`src/rtl/time_counter.sv`:
```
// BCD time-of-day counter advanced by rising edges of tick_in; one-hot digit state, update and pulses one cycle after the edge.
// Optional alarm compare is built when TIME_COUNTER_ALARM_EN is defined; otherwise alarm is tied low.
module time_counter #(
    parameter int HOUR_MOD = 24
) (
    input  logic       in_clk,
    input  logic       rst,
    input  logic       tick_in,
    input  logic       hold,
    input  logic       load,
    input  logic [5:0] ld_hr,
    input  logic [6:0] ld_min,
    input  logic       alarm_ld,
    input  logic       alarm_on,
    output logic [3:0] sec_u,
    output logic [2:0] sec_t,
    output logic [3:0] min_u,
    output logic [2:0] min_t,
    output logic [3:0] hr_u,
    output logic [1:0] hr_t,
    output logic       min_tick,
    output logic       hr_tick,
    output logic       day_tick,
    output logic       load_err,
    output logic       alarm
);

    localparam logic [1:0] LP_HT_MAX  = 2'(HOUR_MOD / 10);
    localparam logic [3:0] LP_HU_LIM  = 4'(HOUR_MOD % 10);
    localparam int         LP_HT_LAST = (HOUR_MOD - 1) / 10;
    localparam int         LP_HU_LAST = (HOUR_MOD - 1) % 10;

    function automatic logic [9:0] f_dec10(input logic [3:0] b);
        logic [9:0] oh;
        oh = '0;
        for (int i = 0; i < 10; i++) oh[i] = (b == 4'(i));
        return oh;
    endfunction

    function automatic logic [5:0] f_dec6(input logic [2:0] b);
        logic [5:0] oh;
        oh = '0;
        for (int i = 0; i < 6; i++) oh[i] = (b == 3'(i));
        return oh;
    endfunction

    function automatic logic [2:0] f_dec3(input logic [1:0] b);
        logic [2:0] oh;
        oh = '0;
        for (int i = 0; i < 3; i++) oh[i] = (b == 2'(i));
        return oh;
    endfunction

    function automatic logic [3:0] f_enc10(input logic [9:0] oh);
        logic [3:0] b;
        b = '0;
        for (int i = 0; i < 10; i++) if (oh[i]) b = b | 4'(i);
        return b;
    endfunction

    function automatic logic [2:0] f_enc6(input logic [5:0] oh);
        logic [2:0] b;
        b = '0;
        for (int i = 0; i < 6; i++) if (oh[i]) b = b | 3'(i);
        return b;
    endfunction

    function automatic logic [1:0] f_enc3(input logic [2:0] oh);
        logic [1:0] b;
        b = '0;
        for (int i = 0; i < 3; i++) if (oh[i]) b = b | 2'(i);
        return b;
    endfunction

    logic       r_tick_q;
    logic [9:0] r_su, r_mu, r_hu;
    logic [5:0] r_st, r_mt;
    logic [2:0] r_ht;
    logic       r_min_tick, r_hr_tick, r_day_tick, r_load_err;

    logic       w_tick, w_adv, w_st_inc, w_mu_inc, w_mt_inc, w_hr_inc;
    logic       w_day, w_hu_wrap, w_ld_ok, w_err;
    logic [9:0] w_su_n, w_mu_n, w_hu_n;
    logic [5:0] w_st_n, w_mt_n;
    logic [2:0] w_ht_n;

    // A load (valid or not) always swallows a coincident tick.
    assign w_tick    = tick_in & ~r_tick_q & ~hold;
    assign w_adv     = w_tick & ~load;
    assign w_st_inc  = w_adv & r_su[9];
    assign w_mu_inc  = w_st_inc & r_st[5];
    assign w_mt_inc  = w_mu_inc & r_mu[9];
    assign w_hr_inc  = w_mt_inc & r_mt[5];
    assign w_day     = w_hr_inc & r_ht[LP_HT_LAST] & r_hu[LP_HU_LAST];
    assign w_hu_wrap = w_hr_inc & r_hu[9];

    assign w_su_n = w_adv    ? {r_su[8:0], r_su[9]} : r_su;
    assign w_st_n = w_st_inc ? {r_st[4:0], r_st[5]} : r_st;
    assign w_mu_n = w_mu_inc ? {r_mu[8:0], r_mu[9]} : r_mu;
    assign w_mt_n = w_mt_inc ? {r_mt[4:0], r_mt[5]} : r_mt;
    assign w_hu_n = w_day ? 10'd1 : (w_hr_inc  ? {r_hu[8:0], r_hu[9]} : r_hu);
    assign w_ht_n = w_day ? 3'd1  : (w_hu_wrap ? {r_ht[1:0], r_ht[2]} : r_ht);

    assign w_ld_ok = (ld_min[6:4] <= 3'd5) && (ld_min[3:0] <= 4'd9) &&
                     (((ld_hr[5:4] < LP_HT_MAX) && (ld_hr[3:0] <= 4'd9)) ||
                      ((ld_hr[5:4] == LP_HT_MAX) && (ld_hr[3:0] < LP_HU_LIM)));

    always_ff @(posedge in_clk or negedge rst) begin
        if (!rst) begin
            r_tick_q   <= 1'b0;
            r_su       <= 10'd1;
            r_st       <= 6'd1;
            r_mu       <= 10'd1;
            r_mt       <= 6'd1;
            r_hu       <= 10'd1;
            r_ht       <= 3'd1;
            r_min_tick <= 1'b0;
            r_hr_tick  <= 1'b0;
            r_day_tick <= 1'b0;
            r_load_err <= 1'b0;
        end else begin
            r_tick_q   <= tick_in;
            r_min_tick <= w_mu_inc;
            r_hr_tick  <= w_hr_inc;
            r_day_tick <= w_day;
            r_load_err <= w_err;
            if (load && w_ld_ok) begin
                r_su <= 10'd1;
                r_st <= 6'd1;
                r_mu <= f_dec10(ld_min[3:0]);
                r_mt <= f_dec6(ld_min[6:4]);
                r_hu <= f_dec10(ld_hr[3:0]);
                r_ht <= f_dec3(ld_hr[5:4]);
            end else begin
                r_su <= w_su_n;
                r_st <= w_st_n;
                r_mu <= w_mu_n;
                r_mt <= w_mt_n;
                r_hu <= w_hu_n;
                r_ht <= w_ht_n;
            end
        end
    end

`ifdef TIME_COUNTER_ALARM_EN
    logic [5:0] r_al_hr;
    logic [6:0] r_al_min;
    logic       r_alarm;
    logic [5:0] w_nxt_hr;
    logic [6:0] w_nxt_min;
    logic       w_alarm_hit;

    // Compare against the post-tick time so the pulse lines up with the digit update.
    assign w_nxt_hr    = {f_enc3(w_ht_n), f_enc10(w_hu_n)};
    assign w_nxt_min   = {f_enc6(w_mt_n), f_enc10(w_mu_n)};
    assign w_alarm_hit = w_adv & alarm_on & w_su_n[0] & w_st_n[0] &
                         (w_nxt_hr == r_al_hr) & (w_nxt_min == r_al_min);
    assign w_err       = (load | alarm_ld) & ~w_ld_ok;

    always_ff @(posedge in_clk or negedge rst) begin
        if (!rst) begin
            r_al_hr  <= '0;
            r_al_min <= '0;
            r_alarm  <= 1'b0;
        end else begin
            r_alarm <= w_alarm_hit;
            if (alarm_ld && w_ld_ok) begin
                r_al_hr  <= ld_hr;
                r_al_min <= ld_min;
            end
        end
    end

    assign alarm = r_alarm;
`else
    logic w_unused_alarm;
    assign w_unused_alarm = alarm_ld ^ alarm_on;
    assign w_err          = load & ~w_ld_ok;
    assign alarm          = 1'b0;
`endif

    assign sec_u    = f_enc10(r_su);
    assign sec_t    = f_enc6(r_st);
    assign min_u    = f_enc10(r_mu);
    assign min_t    = f_enc6(r_mt);
    assign hr_u     = f_enc10(r_hu);
    assign hr_t     = f_enc3(r_ht);
    assign min_tick = r_min_tick;
    assign hr_tick  = r_hr_tick;
    assign day_tick = r_day_tick;
    assign load_err = r_load_err;

endmodule

```
`config.mk`:
```
export PLATFORM = sky130hd
export DESIGN_NAME = time_counter
export DESIGN_NICKNAME = d
export VERILOG_FILES = /design/src/rtl/time_counter.sv
export SDC_FILE = /design/constraint.sdc
export NUM_CORES = 1
export LEC_CHECK = 0
export ABC_CLOCK_PERIOD_IN_PS = 1550
export CORE_ASPECT_RATIO = 0.9
export CORE_MARGIN = 5
export CORE_UTILIZATION = 30
export DETAILED_ROUTE_END_ITERATION = 12
export MAX_ROUTING_LAYER = met4
export PLACE_DENSITY = 0.57
export SYNTH_ARGS = -nofsm -noshare
export SYNTH_HDL_FRONTEND = slang
export SYNTH_SLANG_ARGS = --single-unit
```
`constraint.sdc`:
```
create_clock -name in_clk -period 1.55 [get_ports in_clk]
set_clock_uncertainty 0.05 [all_clocks]
set_input_delay 0.3875 -clock in_clk [delete_from_list [all_inputs] [get_ports in_clk]]
set_output_delay 0.3875 -clock in_clk [all_outputs]
set_load 0.005 [all_outputs]
```
==> metrics.cfg, run 1 <==
[pwr]
seqPwrFrac_pct = 40.2
pwr-share-clk_pct = 27.9
p_int_mw = 2.92
switchingPower_mw = 1.14
p_sw_share_pct = 28.0
power_density_nw_per_um2 = 937
peakVddDrop_uv = 428
p_leak_nw = 1.98
combPwrFrac_pct = 31.9

[drt]
vias = 2586
drt_iter0_markers = 142
wl_um = 7900
drt_pre_antenna_iters = 4
wire_per_inst_um = 15.1
ant_nets = 0
drc = 0
vias_per_cell = 4.95

[placed_design]
port_buffers = 41
gp_congestion = 0.807
dp_cells = 484
pre_cts_slack_ns = -0.655
dpl_cell_area_um2 = 3580
dp_hpwl_um = 5110

[yosys]
ys_warn_count = 0
ys.flop_type = dfrtp_1
syn_inst = 279
syn-cell-area_um2 = 2610
synth_area_leaders = dfrtp_1 42%, nand2_1 7.5%, dfstp_2 6.0%
ys_ff_latch = 50
synth_top_cell_area_share_pct = 42.2
syn-num-nets = 299
ys_async_sr_fraction_pct = 100
synth_area_leader_cell = dfrtp_1
yosysUniqueCellTypes = 43
ys_seq_area_share_pct = 48.2
syn_area_per_cell_um2 = 9.35
synth_edf_count = 0

[floorplan]
start_util_pct = 30.6
dieWidth_um = 108
rows = 32
die_height_um = 98.5
ios = 45
die_area_um2 = 10700
core_area_um2 = 8530

[clock_tree]
cts_inserted_buffers = 5
path_clk_slew_ns = 0.09
cts_tree = done
clock_latency_ns = 0.31
cts_sinks = 50
cts_root_buffer = clkbuf_8
cts.htree.levels = 2
cts.path.max_buffers = 2

[setup_path]
crit_path_end_kind = output port
cp_max_fo = 3
reg2regPathDepth = 7
arrival_ns = 1.44
crit_type = reg2out
regToRegStartpoint = r_tick_q$_DFF_PN0_
r2r_end = r_ht[1]$_DFFE_PN0P_
critPathLaunchType = flip-flop
ff2ff_setup_slack_ns = -0.16
critPathRequiredTime_ns = 1.11

[status]
violations = setup timing
status = finished with violations

[global_routing]
grt_pass1_vias = 2567
grt_start_max_net_pins = 45
grt_pass1_wl_um = 12500
antenna_found_initial = 0
grt-ovfl-total = 0
grt_use_total_pct = 15.0

[min_path]
hold_class = in2reg
whs_path_depth = 4
min-delay-start = ld_min[2]
min_to = r_mu[8]$_DFFE_PN0P_

[job]
maxCapViolCount = 0

[layout]
antenna_cells = 0
synthToLayoutAreaGrowth_pct = 66.1
final_layout_size_suffix_gt1_share_pct = 48.6
layout_common_cells = 58 x buf_4, 44 x dfrtp_1, 39 x nand2_1, 33 x buf_6, 18 x a21oi_1
multi_input_area_um2 = 1540
design_area_um2 = 4340
seq_area_um2 = 1260
stdcell_count = 522
fillers = 780
post-route-util_pct = 50.8
final_common_cell = buf_4
nNetsFinal = 422

[sta]
worst_slack_ns = -0.331
holdWs_ns = 0.351
post-route-period-util_pct = 121
min_period_ns = 1.88
hold_viol_final = 0
rsz0062_at_grt = yes
setup_viol = 42
finalMaxSlewViolations = 0
clock.fmax_mhz = 532

-- worst max-delay path: stages (launching register included) --
cell	delay (ns)
dfrtp_1	0.41
buf_6	0.13
or4_4	0.47
buf_6	0.13
-- cell usage after synthesis (3+ instances only) --
library cell / n
nand2_1: 52
dfrtp_1: 44
a21oi_1: 23
nand3_1: 16
mux2i_1: 12
nor2_1: 10
inv_1: 9
or2_2: 7
a211oi_1: 6
a311oi_1: 6
a31oi_1: 6
clkbuf_1: 6
dfstp_2: 6
nor3_1: 6
buf_2: 5
nor2b_1: 5
o21ai_0: 5
o21a_1: 4
o221a_2: 4
or4_1: 4
buf_4: 3
buf_6: 3
nor3b_1: 3
nor4b_1: 3
o221ai_1: 3
o32a_1: 3
-- power groups by stage --
stage	Sequential [mW]	Clock [mW]	Combinational (mW)
after floorplan	1.63	0	0.410
after global placement	1.63	0	0.971
after detailed placement	1.63	0	0.980
after CTS	1.62	1.16	1.11
after global routing	1.66	1.22	1.41
final	1.63	1.14	1.30
-- metal layers --
layer,wire (um),GRT usage [%],up-vias
met5,0,-,-
met1,3530,18.6,1250
met4,136,5.24,0
met2,3980,25.1,60
li1,-,-,1263
met3,256,2.29,13
-- through the flow --
stage               setup TNS, ns  power, mW
floorplan                   -3.25       2.04
global placement           -27.62       2.60
detailed placement         -29.33       2.61
CTS                         -1.96       3.88
global route                -7.49       4.29
finish                      -4.79       4.06
-- state kept, by name (all words and copies together) (netlist names) --
register  flops
r_hu         10
r_mu         10
r_su         10
r_mt          6
r_st          6
r_ht          3
day_tick      1
hr_tick       1
load_err      1
min_tick      1
r_tick_q      1
-- kinds of logic (layout without fill, tap and decap cells) --
kind of cell | after synthesis | in the layout | share of synthesized area, %
compound gates | 67 | 67 | 17.9
buf+inv | 28 | 151 | 5.56
flops | 50 | 50 | 48.2
mux | 12 | 12 | 4.60
other cells | 1 | 1 | 0.144
simple gates | 121 | 122 | 23.6
-- how the worst max path moves through the flow --
stage                        start             endpoint  slack [ns]  cells after the start
2_1_floorplan             ld_hr[2]  r_ht[1]$_DFFE_PN0P_       -0.15                      7
3_3_place_gp             ld_min[2]  r_hu[1]$_DFFE_PN0P_       -0.64                      8
3_5_place_dp                  load  r_ht[1]$_DFFE_PN0P_       -0.65                      7
4_1_cts        r_su[7]$_DFFE_PN0P_             sec_u[2]       -0.35                      3
5_1_grt        r_su[7]$_DFFE_PN0P_             sec_u[1]       -0.37                      3
6_report       r_su[7]$_DFFE_PN0P_             sec_u[1]       -0.33                      3
-- what timing repair did --
| action | CTS | global route |
|---|---|---|
| endpoints found under the hold margin | 6 | 0 |
| setup buffers | 19 | 12 |
| cloned | 2 | 2 |
| pin swaps | 24 | 44 |
| setup endpoints to repair | 72 | 60 |
| hold buffers | 1 | 0 |
| gates resized for setup | 153 | 73 |
-- layout make-up --
type | instances | area share (%)
repair buffers | 133 | 27.4
repair inverters | 1 | 0.260
flip-flops and latches | 50 | 29.0
inverters | 9 | 1.07
clock buffers | 6 | 1.90
multi-input cells | 202 | 35.5
well taps | 119 | 3.43
clock inverters | 2 | 1.39
(Power assumes the default switching activity.)
==> run 2, diff against run 1 <==
ABC_CLOCK_PERIOD_IN_PS = 2350   (was 1550)
PLACE_DENSITY = 0.55   (was 0.57)
clock period = 2.35 ns   (was 1.55 ns; I/O delays follow)
==> metrics.cfg, run 2 (synthesized netlist as in run 1, its figures left out) <==
[setup_path]
crit_path_end_kind = output port
cp_max_fo = 7
arrival_ns = 1.62
critPathLaunchType = flip-flop
critPathRequiredTime_ns = 1.71
crit_type = reg2out

[layout]
layout_common_cells = 52 x nand2_1, 44 x dfrtp_1, 36 x clkdlybuf4s50_1, 36 x buf_4, 23 x a21oi_1
stdcell_count = 465
design_area_um2 = 3460
final_common_cell = nand2_1
reg.largest.list = r_hu: 10 flops, r_mu: 10 flops, r_su: 10 flops
post-route-util_pct = 40.6
nNetsFinal = 365
antenna_cells = 0
final_layout_size_suffix_gt1_share_pct = 19.4
synthToLayoutAreaGrowth_pct = 32.6

[placed_design]
dpl_cell_area_um2 = 3300
port_buffers = 41
dp_hpwl_um = 4900
dp_cells = 451
pre_cts_slack_ns = -0.124
gp_congestion = 0.783

[drt]
ant_nets = 0
drc = 0
drt_pre_antenna_iters = 4
vias_per_cell = 5.05
drt_iter0_markers = 139
wire_per_inst_um = 15.0
vias = 2350
wl_um = 6960

[sta]
holdWs_ns = 0.138
min_period_ns = 2.26
tns_ns = 0
finalMaxSlewViolations = 0
worst_pin_slew_ns = 0.504
worst_slack_ns = 0.0920
slew_headroom_pct = 66.4
hold_viol_final = 0
rsz0062_at_grt = no
post-route-period-util_pct = 96.1
clock.fmax_mhz = 443
setup_viol = 0

[status]
status = finished clean

[clock_tree]
cts_sinks = 50
cts_tree = done
cts_root_buffer = clkbuf_8
path_clk_slew_ns = 0.10
cts_inserted_buffers = 5
cts.path.max_buffers = 2
clock_latency_ns = 0.31
cts.htree.levels = 2

[floorplan]
ios = 45
rows = 32
dieWidth_um = 108
die_area_um2 = 10700
die_height_um = 98.5
core_area_um2 = 8530
start_util_pct = 30.6

[pwr]
total_power_mw = 2.22
p_leak_nw = 1.53
power_density_nw_per_um2 = 643
peakVddDrop_uv = 256

[global_routing]
grt_pass1_wl_um = 11500
grt_pass1_vias = 2365
grt_start_max_net_pins = 37
antenna_found_initial = 0
grt_use_total_pct = 13.7
grt-ovfl-total = 0

[job]
maxCapViolCount = 0

[min_path]
hold_class = in2async

-- run 2: cell type report --
class | count | area (um^2)
timing repair buffer | 78 | 698
fill | 883 | 5070
multi-input combinational | 201 | 1210
sequential | 50 | 1260
inverter | 9 | 33.8
clock inverter | 3 | 45.0
clock buffer | 5 | 68.8
tap | 119 | 149
-- run 2: worst max-delay path: stages (launching register included) --
cell             delay, ns
dfrtp_1               0.46
or3_1                 0.39
clkdlybuf4s50_1       0.46
-- run 2: where the power goes --
group          switching (mW)  internal (mW)  total, mW  leakage, nW
Sequential              0.111          0.986       1.10        0.627
Combinational           0.218          0.286      0.504        0.856
Clock                   0.306          0.317      0.623       0.0504
Total                   0.636           1.59       2.22         1.53
-- run 2: what timing repair did --
action	in CTS	in global routing
buffers inserted	5	1
hold endpoints to repair	0	0
hold buffers	0	0
setup endpoints to repair	4	2
gates resized for setup	2	2
-- run 2: metal layers --
layer	track usage, %	wire length [um]	vias up
met5	-	0	-
met4	3.50	78	0
met3	2.62	295	9
met2	20.3	3250	51
met1	19.4	3340	1149
li1	-	-	1141
-- run 2: path summary, 6_finish.rpt --
kind                                     start                  end  slack, ns  cells after the start
min in group in_clk        r_mt[2]$_DFFE_PN0P_  r_mt[3]$_DFFE_PN0P_       0.44                      2
max                        r_st[5]$_DFFE_PN0P_             sec_t[0]       0.09                      2
min                                        rst  r_hu[6]$_DFFE_PN0P_       0.14                      1
max in group asynchronous                  rst  r_st[0]$_DFFE_PN1P_       1.53                      2
min reg2reg                r_mt[2]$_DFFE_PN0P_  r_mt[3]$_DFFE_PN0P_       0.44                      2
max reg2reg                r_su[9]$_DFFE_PN0P_  r_hu[9]$_DFFE_PN0P_       0.66                      6
==> run 3, diff against run 2 <==
ABC_CLOCK_PERIOD_IN_PS = 2300   (was 2350)
clock period = 2.3 ns   (was 2.35 ns; I/O delays follow)
==> metrics.cfg, run 3 (synthesized netlist as in run 1, its figures left out) <==
[status]
status = finished clean

[global_routing]
grt_start_max_net_pins = 29
grt_use_total_pct = 13.4
grt-ovfl-total = 0
grt_pass1_wl_um = 11400
antenna_found_initial = 0
grt_pass1_vias = 2342

[placed_design]
dp_cells = 453
port_buffers = 41
gp_congestion = 0.828
pre_cts_slack_ns = -0.143
dp_hpwl_um = 4870

[setup_path]
cp_max_fo = 4
regToRegStartpoint = r_tick_q$_DFF_PN0_
ff2ff_setup_slack_ns = 0.70
critPathCapture = min_t[0]
crit_type = reg2out
critPathLaunchType = flip-flop
critPathRequiredTime_ns = 1.67
crit_path_end_kind = output port
reg2regPathDepth = 6
r2r_end = r_mt[1]$_DFFE_PN0P_
critPathLaunch = r_mt[5]$_DFFE_PN0P_
arrival_ns = 1.55

[sta]
setup_viol = 0
worst_pin_slew_ns = 0.555
slew_headroom_pct = 63.0
min_period_ns = 2.17
worst_slack_ns = 0.128
finalMaxSlewViolations = 0
hold_viol_final = 0
rsz0062_at_grt = no
clock.fmax_mhz = 460
post-route-period-util_pct = 94.4

[floorplan]
dieWidth_um = 108
die_area_um2 = 10700
ios = 45
rows = 32
core_area_um2 = 8530
die_height_um = 98.5
start_util_pct = 30.6

[drt]
drc = 0
drt_pre_antenna_iters = 4
wire_per_inst_um = 14.4
wl_um = 6720
ant_nets = 0
vias_per_cell = 4.94
drt_iter0_markers = 121
vias = 2307

[layout]
synthToLayoutAreaGrowth_pct = 32.6
post-route-util_pct = 40.6
fillers = 862
stdcell_count = 467
multi_input_area_um2 = 1210
seq_area_um2 = 1260
final_common_cell = nand2_1
antenna_cells = 0
nNetsFinal = 367
final_layout_size_suffix_gt1_share_pct = 20.1
reg.largest.list = r_hu: 10 flops, r_mu: 10 flops, r_su: 10 flops
layout_common_cells = 52 x nand2_1, 43 x dfrtp_1, 38 x buf_4, 35 x clkdlybuf4s50_1, 23 x a21oi_1

[job]
maxCapViolCount = 0

[clock_tree]
cts_sinks = 50
cts-hold-fix-buffers = 0
cts_tree = done
clock_latency_ns = 0.30
cts_inserted_buffers = 5
cts.htree.levels = 2
cts_root_buffer = clkbuf_8
cts.path.max_buffers = 2
path_clk_slew_ns = 0.10

[pwr]
p_leak_nw = 1.56
peakVddDrop_uv = 251
power_density_nw_per_um2 = 632

[min_path]
hold_class = in2async

[run 3: timing repair]
| action | 4_1_cts | 5_1_grt |
|---|---|---|
| buffers inserted | 6 | 0 |
| setup endpoints to repair | 4 | 2 |
| gates resized for setup | 3 | 3 |
[run 3: per-layer routing]
layer	vias to the layer above	wire length [um]	part of all wire [%]	GRT usage, %
met5	-	0	0	-
met4	0	42	0.62	3.20
met3	4	252	3.7	2.55
met2	44	3080	46	20.1
met1	1114	3350	50	18.9
li1	1145	-	-	-
[run 3: worst min path at each step]
stage                     cells after the start                 from  slack (ns)                  end
final                                         1                  rst        0.20  r_mt[4]$_DFFE_PN0P_
after global routing                          1                  rst        0.23  r_mt[4]$_DFFE_PN0P_
after CTS                                     1                  rst        0.21  r_mt[4]$_DFFE_PN0P_
after detailed placement                      2  r_mt[2]$_DFFE_PN0P_        0.43  r_mt[3]$_DFFE_PN0P_
after global placement                        2  r_st[0]$_DFFE_PN1P_        0.43  r_st[0]$_DFFE_PN1P_
after floorplan                               0                  rst        0.23   day_tick$_DFF_PN0_
[run 3: cell type report]
type / instances / share of cell area, %
Inverter: 9 / 0.976
Timing Repair Buffer: 80 / 20.6
Tap cell: 119 / 4.30
Clock buffer: 6 / 2.39
Multi-Input combinational cell: 201 / 34.9
Clock inverter: 2 / 0.470
Sequential cell: 50 / 36.4
[run 3: power breakdown]
part           internal (mW)  leakage, nW  switching (mW)
Combinational          0.292        0.883           0.220
Clock                  0.248       0.0478           0.307
Sequential              1.01        0.625           0.112
Total                   1.55         1.56           0.639
[run 3: through the flow]
stage	hold slack (ns)	power (mW)	area, um^2	TNS (ns)
after floorplan	0.229	1.37	2610	0
after global placement	0.428	1.63	3310	-1.25
after detailed placement	0.430	1.64	3310	-1.75
after CTS	0.209	2.22	3450	0
after global routing	0.225	2.33	3460	0
final	0.201	2.19	3460	0
[run 3: worst max-delay path, cell delays in order, from the launching register on]
cell and delay [ns]:
dfrtp_1 0.42, or3_1 0.38, clkdlybuf4s50_1 0.45
